**src/rtl/ztimer_pkg.sv**
```systemverilog
// Shared types and defaults for the ring-oscillator timer readout.
package ztimer_pkg;

    localparam int unsigned DEFAULT_CNT_W = 32;
    localparam int unsigned BYTES_PER_CNT = DEFAULT_CNT_W / 8;

    typedef enum logic [1:0] {
        StIdle,
        StSample,
        StCompare,
        StShift
    } rd_state_e;

endpackage

```
**src/rtl/ztimer_stable_sampler.sv**
```systemverilog
// Captures an asynchronously running count and re-compares it until two
// consecutive samples agree or the retry budget runs out.
module ztimer_stable_sampler
    import ztimer_pkg::*;
#(
    parameter int unsigned CNT_W     = DEFAULT_CNT_W,
    parameter int unsigned MAX_RETRY = 7
) (
    input  logic             clk_i,
    input  logic             rst_i,
    input  logic             start_i,
    input  logic [CNT_W-1:0] cnt_i,
    output logic             done_o,
    output logic [CNT_W-1:0] snap_o,
    output logic             unstable_o
);

    localparam int unsigned RetryW = $clog2(MAX_RETRY + 1);

    logic              active_q, active_d;
    logic [CNT_W-1:0]  snap_q, snap_d;
    logic [RetryW-1:0] retry_q, retry_d;
    logic [RetryW-1:0] retry_inc;

    always_comb begin
        active_d   = active_q;
        snap_d     = snap_q;
        retry_d    = retry_q;
        done_o     = 1'b0;
        unstable_o = 1'b0;
        retry_inc  = retry_q + 1'b1;
        if (start_i) begin
            active_d = 1'b1;
            snap_d   = cnt_i;
            retry_d  = '0;
        end else if (active_q) begin
            if (cnt_i == snap_q) begin
                done_o   = 1'b1;
                active_d = 1'b0;
            end else begin
                snap_d  = cnt_i;
                retry_d = retry_inc;
                // Give up with the most recent sample once the budget is spent.
                if (retry_inc == RetryW'(MAX_RETRY)) begin
                    done_o     = 1'b1;
                    unstable_o = 1'b1;
                    active_d   = 1'b0;
                end
            end
        end
    end

    assign snap_o = snap_d;

    always_ff @(posedge clk_i or posedge rst_i) begin
        if (rst_i) begin
            active_q <= 1'b0;
            snap_q   <= '0;
            retry_q  <= '0;
        end else begin
            active_q <= active_d;
            snap_q   <= snap_d;
            retry_q  <= retry_d;
        end
    end

endmodule

```
**src/rtl/ztimer_readout.sv**
```systemverilog
// Selects one timer count, takes a stable snapshot and streams it MSB byte first.
// ZTIMER_READOUT_CHK_EN appends an XOR checksum byte to each frame.
module ztimer_readout
    import ztimer_pkg::*;
#(
    parameter int unsigned N_TIMERS  = 4,
    parameter int unsigned CNT_W     = BYTES_PER_CNT * 8,
    parameter int unsigned MAX_RETRY = 7
) (
    input  logic                                         clk_i,
    input  logic                                         rst_i,
    input  logic                                         rd_req_i,
    input  logic [(N_TIMERS > 1 ? $clog2(N_TIMERS) : 1)-1:0] rd_sel_i,
    input  logic [N_TIMERS*CNT_W-1:0]                    cnt_bus_i,
    input  logic                                         byte_ack_i,
    output logic [7:0]                                   dout_o,
    output logic                                         dout_valid_o,
    output logic                                         frame_last_o,
    output logic                                         busy_o,
    output logic                                         unstable_o
);

    localparam int unsigned SelW   = (N_TIMERS > 1) ? $clog2(N_TIMERS) : 1;
    localparam int unsigned NBytes = CNT_W / 8;
`ifdef ZTIMER_READOUT_CHK_EN
    localparam int unsigned FrameBytes = NBytes + 1;
`else
    localparam int unsigned FrameBytes = NBytes;
`endif
    localparam int unsigned IdxW = $clog2(FrameBytes + 1);

    rd_state_e         state_q, state_d;
    logic [SelW-1:0]   sel_q, sel_d;
    logic [CNT_W-1:0]  snap_q, snap_d;
    logic [IdxW-1:0]   idx_q, idx_d;
    logic [7:0]        dout_q, dout_d;
    logic              valid_q, valid_d, last_q, last_d;
    logic              busy_q, busy_d, unst_q, unst_d;
    logic [CNT_W-1:0]  cnt_sel;
    logic              samp_start, samp_done, samp_unstable;
    logic [CNT_W-1:0]  samp_snap;

    function automatic logic [7:0] frame_byte(input logic [CNT_W-1:0] snap,
                                              input logic [IdxW-1:0]  idx);
        logic [7:0] b;
        b = '0;
        for (int j = 0; j < NBytes; j++) begin
            if (idx == IdxW'(j)) b = snap[CNT_W-1-8*j -: 8];
        end
`ifdef ZTIMER_READOUT_CHK_EN
        if (idx == IdxW'(NBytes)) begin
            for (int j = 0; j < NBytes; j++) b = b ^ snap[8*j +: 8];
        end
`endif
        return b;
    endfunction

    // Out-of-range selects leave the count at zero, which always reads as stable.
    always_comb begin
        cnt_sel = '0;
        for (int i = 0; i < N_TIMERS; i++) begin
            if (sel_q == SelW'(i)) cnt_sel = cnt_bus_i[i*CNT_W +: CNT_W];
        end
    end

    ztimer_stable_sampler #(
        .CNT_W    (CNT_W),
        .MAX_RETRY(MAX_RETRY)
    ) u_sampler (
        .clk_i     (clk_i),
        .rst_i     (rst_i),
        .start_i   (samp_start),
        .cnt_i     (cnt_sel),
        .done_o    (samp_done),
        .snap_o    (samp_snap),
        .unstable_o(samp_unstable)
    );

    always_comb begin
        state_d    = state_q;
        sel_d      = sel_q;
        snap_d     = snap_q;
        idx_d      = idx_q;
        dout_d     = dout_q;
        valid_d    = valid_q;
        last_d     = last_q;
        busy_d     = busy_q;
        unst_d     = unst_q;
        samp_start = 1'b0;
        unique case (state_q)
            StIdle: begin
                if (rd_req_i) begin
                    sel_d   = rd_sel_i;
                    unst_d  = 1'b0;
                    busy_d  = 1'b1;
                    state_d = StSample;
                end
            end
            StSample: begin
                samp_start = 1'b1;
                state_d    = StCompare;
            end
            StCompare: begin
                if (samp_done) begin
                    snap_d  = samp_snap;
                    idx_d   = '0;
                    dout_d  = frame_byte(samp_snap, IdxW'(0));
                    valid_d = 1'b1;
                    last_d  = (FrameBytes == 1);
                    unst_d  = samp_unstable;
                    state_d = StShift;
                end
            end
            StShift: begin
                if (byte_ack_i && valid_q) begin
                    if (idx_q == IdxW'(FrameBytes - 1)) begin
                        valid_d = 1'b0;
                        last_d  = 1'b0;
                        busy_d  = 1'b0;
                        state_d = StIdle;
                    end else begin
                        idx_d  = idx_q + 1'b1;
                        dout_d = frame_byte(snap_q, idx_q + 1'b1);
                        last_d = ((idx_q + 1'b1) == IdxW'(FrameBytes - 1));
                    end
                end
            end
            default: state_d = StIdle;
        endcase
    end

    always_ff @(posedge clk_i or posedge rst_i) begin
        if (rst_i) begin
            state_q <= StIdle;
            sel_q   <= '0;
            snap_q  <= '0;
            idx_q   <= '0;
            dout_q  <= '0;
            valid_q <= 1'b0;
            last_q  <= 1'b0;
            busy_q  <= 1'b0;
            unst_q  <= 1'b0;
        end else begin
            state_q <= state_d;
            sel_q   <= sel_d;
            snap_q  <= snap_d;
            idx_q   <= idx_d;
            dout_q  <= dout_d;
            valid_q <= valid_d;
            last_q  <= last_d;
            busy_q  <= busy_d;
            unst_q  <= unst_d;
        end
    end

    assign dout_o       = dout_q;
    assign dout_valid_o = valid_q;
    assign frame_last_o = last_q;
    assign busy_o       = busy_q;
    assign unstable_o   = unst_q;

endmodule

```
**config.mk**
```make
export PLATFORM = sky130hd
export DESIGN_NAME = ztimer_readout
export DESIGN_NICKNAME = d
export VERILOG_FILES = /design/src/rtl/ztimer_pkg.sv /design/src/rtl/ztimer_stable_sampler.sv /design/src/rtl/ztimer_readout.sv
export SDC_FILE = /design/constraint.sdc
export NUM_CORES = 1
export LEC_CHECK = 0
export CAP_MARGIN = 5
export CELL_PAD_IN_SITES_DETAIL_PLACEMENT = 0
export CELL_PAD_IN_SITES_GLOBAL_PLACEMENT = 2
export CORE_ASPECT_RATIO = 0.5
export CORE_MARGIN = 2
export CORE_UTILIZATION = 34
export DETAILED_ROUTE_END_ITERATION = 6
export PLACE_DENSITY_LB_ADDON = 0.1
export SYNTH_ARGS = -nofsm -noshare
export SYNTH_HDL_FRONTEND = slang
export SYNTH_SLANG_ARGS = --single-unit
```
**constraint.sdc**
```tcl
create_clock -name clk_i -period 4.55 [get_ports clk_i]
set_input_delay 0.91 -clock clk_i [delete_from_list [all_inputs] [get_ports clk_i]]
set_output_delay 0.91 -clock clk_i [all_outputs]
set_load 0.05 [all_outputs]
```
==> results <==
==> power by group through the flow <==
stage / Sequential (mW) / Clock (mW) / Combinational [mW]
after floorplan: 1.35 / 0 / 1.78
after global placement: 1.38 / 0 / 2.39
after detailed placement: 1.39 / 0 / 2.39
after CTS: 1.37 / 0.766 / 2.40
after global routing: 1.42 / 0.808 / 2.61
final: 1.37 / 0.747 / 2.37
==> final timing paths <==
check | startpoint | end | cells past startpoint
worst max-delay path | sel_q[0] | snap_q[8] | 10
worst min-delay path | dout_o[5] | dout_o[5] | 2
worst max register to register | sel_q[0] | snap_q[8] | 10
worst min register to register | dout_o[5] | dout_o[5] | 2
max in group asynchronous | rst_i | u_sampler.snap_q[30] | 3
min in group asynchronous | rst_i | sel_q[0] | 3
==> layout by cell type (no fill, tap or decap), types with 3 or more instances in the layout <==
cell and n:
a21oi_1 22, a22oi_1 8, buf_12 3, buf_4 8
clkbuf_16 9, clkdlybuf4s50_1 145, dfrtp_1 86, ha_1 12
inv_1 19, mux2_2 46, mux2_4 4, mux2i_1 16
mux4_1 11, mux4_2 21, nand2_1 21, nand3_1 3
nand4_1 8, nor2_1 12, nor3_1 10, o21ai_0 15
o22ai_1 19, xnor2_1 33
==> synth_stat cells, drive strengths merged <==
cell type,number
nor2,12
o22ai,19
mux2i,16
a31o,1
and2,1
ha,12
dfrtp,87
nand4,8
xnor2,33
nand3,3
o31ai,1
a211oi,1
a2bb2oi,1
a21o,1
a21boi,1
nand2,22
o21ai,15
a31oi,2
xor2,2
buf,14
clkbuf,9
clkinv,1
inv,20
mux4,32
mux2,52
a22oi,8
or2,1
nor3,10
nor4,2
a21oi,23
nand2b,2
==> through the flow <==
step / power [mW] / area (um^2)
floorplan: 3.13 / 5160
global placement: 3.77 / 6810
detailed placement: 3.78 / 6810
CTS: 4.54 / 7100
global route: 4.83 / 7100
finish: 4.48 / 7100
==> critical path: cells and delay by family (launching register included) <==
family          cells  cell delay, ps
buf+inv             2             580
flops               1             760
compound gates      1             200
mux                 3            1260
xor+xnor            1             190
simple gates        3             760
==> sequential cells by signal, indices dropped and copies added (netlist names), 2 cells and up <==
register and cells:
dout_o 8, u_sampler.snap_q 32, sel_q 2, state_q 2, u_sampler.retry_q 3, snap_q 32
idx_q 3
==> layer usage <==
layer  vias to the layer above  track usage, %  wire, um  part of all wire (%)
met5                         -               0         0                     0
met4                         0            3.05        87                  0.65
met3                        10            4.86       748                   5.6
met2                       100            24.9      5640                    42
met1                      1851            26.4      6950                    52
li1                       1823               -         -                     -
==> area by class of cell <==
cell class	instances	share of cell area [%]
sequential	87	30.7
clock inverter	6	1.00
inverter	21	1.13
timing repair buffer	156	22.1
clock buffer	9	3.17
tap	198	3.49
multi-input combinational	281	38.4
==> cell families (layout without fill, tap and decap cells) <==
group	count (synthesis)	after routing
AOI/OAI and AO/OA	73	73
and+or+nand+nor	61	61
muxes	100	100
DFF	87	87
adders and majority gates	12	12
buffers and inverters	44	192
xor gates and xnor gates	35	35
==> flow_metrics.tcl <==
set metrics [dict create \
    rows 31 \
    endpoint_kind "flip-flop" \
    cts_tree "yes" \
    min_period_over_period_pct 86.3 \
    first_global_vias 3893 \
    dp_slack_ps 301 \
    switching_share_pct 38.9 \
    n_fill_cell 1297 \
    multi_input_area_um2 2730 \
    cts_root_buffer "clkbuf_16" \
    synth_seq_cells 87 \
    syn_nets 558 \
    clk_pin_slew_ps 60 \
    die_h_um 91.1 \
    final_hold_viol_count 0 \
    syn_inst 412 \
    cts-resized-gates 0 \
    crit_chain "buf_12 -> mux4_1 -> xnor2_1 -> nand4_1 -> nor4_2 -> nand2_2 -> a21oi_4 -> buf_4 -> mux2_2 -> mux2_2" \
    clk_latency_ps 340 \
    setup_violations 0 \
    track_usage_pct 17.5 \
    status "completed" \
    slew_violations 0 \
    netlist_area_um2 5160 \
    synth.area.top_cells "dfrtp_1 (42%), mux2_2 (10%), mux4_2 (9.2%)" \
    reg2reg_slack_ps 620 \
    p_int_mw 2.74 \
    final_nets 702 \
    drc_errors 0 \
    final_antenna_net_count 0 \
    die_x_um 178 \
    yosysSeqAreaShare_pct 42.2 \
    instances_no_fill 758 \
    cpMostUsedCell "mux2_2" \
    worst_slew_pin_slew_ps 772 \
    cp_slowest_cell "dfrtp_2" \
    p_sw_mw 1.75 \
    routed_wl_um 13400 \
    dp_hpwl_um 10200 \
    initial_core_util_pct 35.2 \
    num_vias 3784 \
    cts_hold_buf 0 \
    ys_warn_count 0 \
    synth_area_leader_cell "dfrtp_1" \
    power_frac_comb_pct 52.8 \
    irDropWorstVdd_mv 0.223 \
    io_pins 146 \
    hold_path.class "flip-flop to flip-flop" \
    clockBufferDepth 2 \
    fmax_ghz 0.255 \
    yosys.area_share.simple_pct 5.72 \
    cap_violations 0 \
    critPathKind "flip-flop to flip-flop" \
    seq_power_share_pct 30.5 \
    maxSlewHeadroom_pct 48.5 \
    dieArea_um2 16200 \
    period_minus_slack_ps 3930 \
    wl_per_cell_um 17.7 \
    regArea_um2 2180 \
    grt_setup_unrepaired "no" \
    power_leakage_nw 2.84 \
    dp_cells 743 \
    postCtsSetupRepairBufs 0 \
    grt_overflow 0 \
    finalSetupTns_ps 0 \
    synth_top_family_by_area "multiplexers" \
    synth.area.mux_share_pct 29.5 \
    numPortBuffers 145 \
    grt_max_degree 88 \
    worst_slack_ps 622 \
    synth_adder_area_share_pct 2.91 \
    dr.first_iter.drc_count 185 \
    synth-xor-area-share_pct 5.94 \
    p_clk_share_pct 16.7 \
    core_region_area_um2 14700 \
    synth_top_cell_area_share_pct 42.2 \
    viasPerCell 4.99 \
    grt_pass1_wl_um 21400 \
    clkSinkCount 87 \
    slowest_delay_ps 760 \
    powerDensity_nw_per_um2 631 \
    num_antenna_cells 0 \
    cp_max_fo 22 \
    skew_ps 8.66 \
    ys_types 41 \
    drive_gt1_share_pct 18.9 \
    avgSynthCellArea_um2 12.5 \
    gp_congestion 0.765 \
    cp-start-kind "flip-flop" \
    synth-compound-area-share_pct 8.78 \
    synthToLayoutAreaGrowth_pct 37.6 \
    htree_levels 3 \
    drt_pass1_iterations 4 \
    antenna_found_initial 0 \
    critPathRequiredTime_ps 4770 \
    cp.arrival_ps 4150 \
    fin_util_pct 48.4 \
    hold_ws_ps 499 \
    cts_buffers 9 \
]
Note: power is estimated with default switching activity, not from simulation.
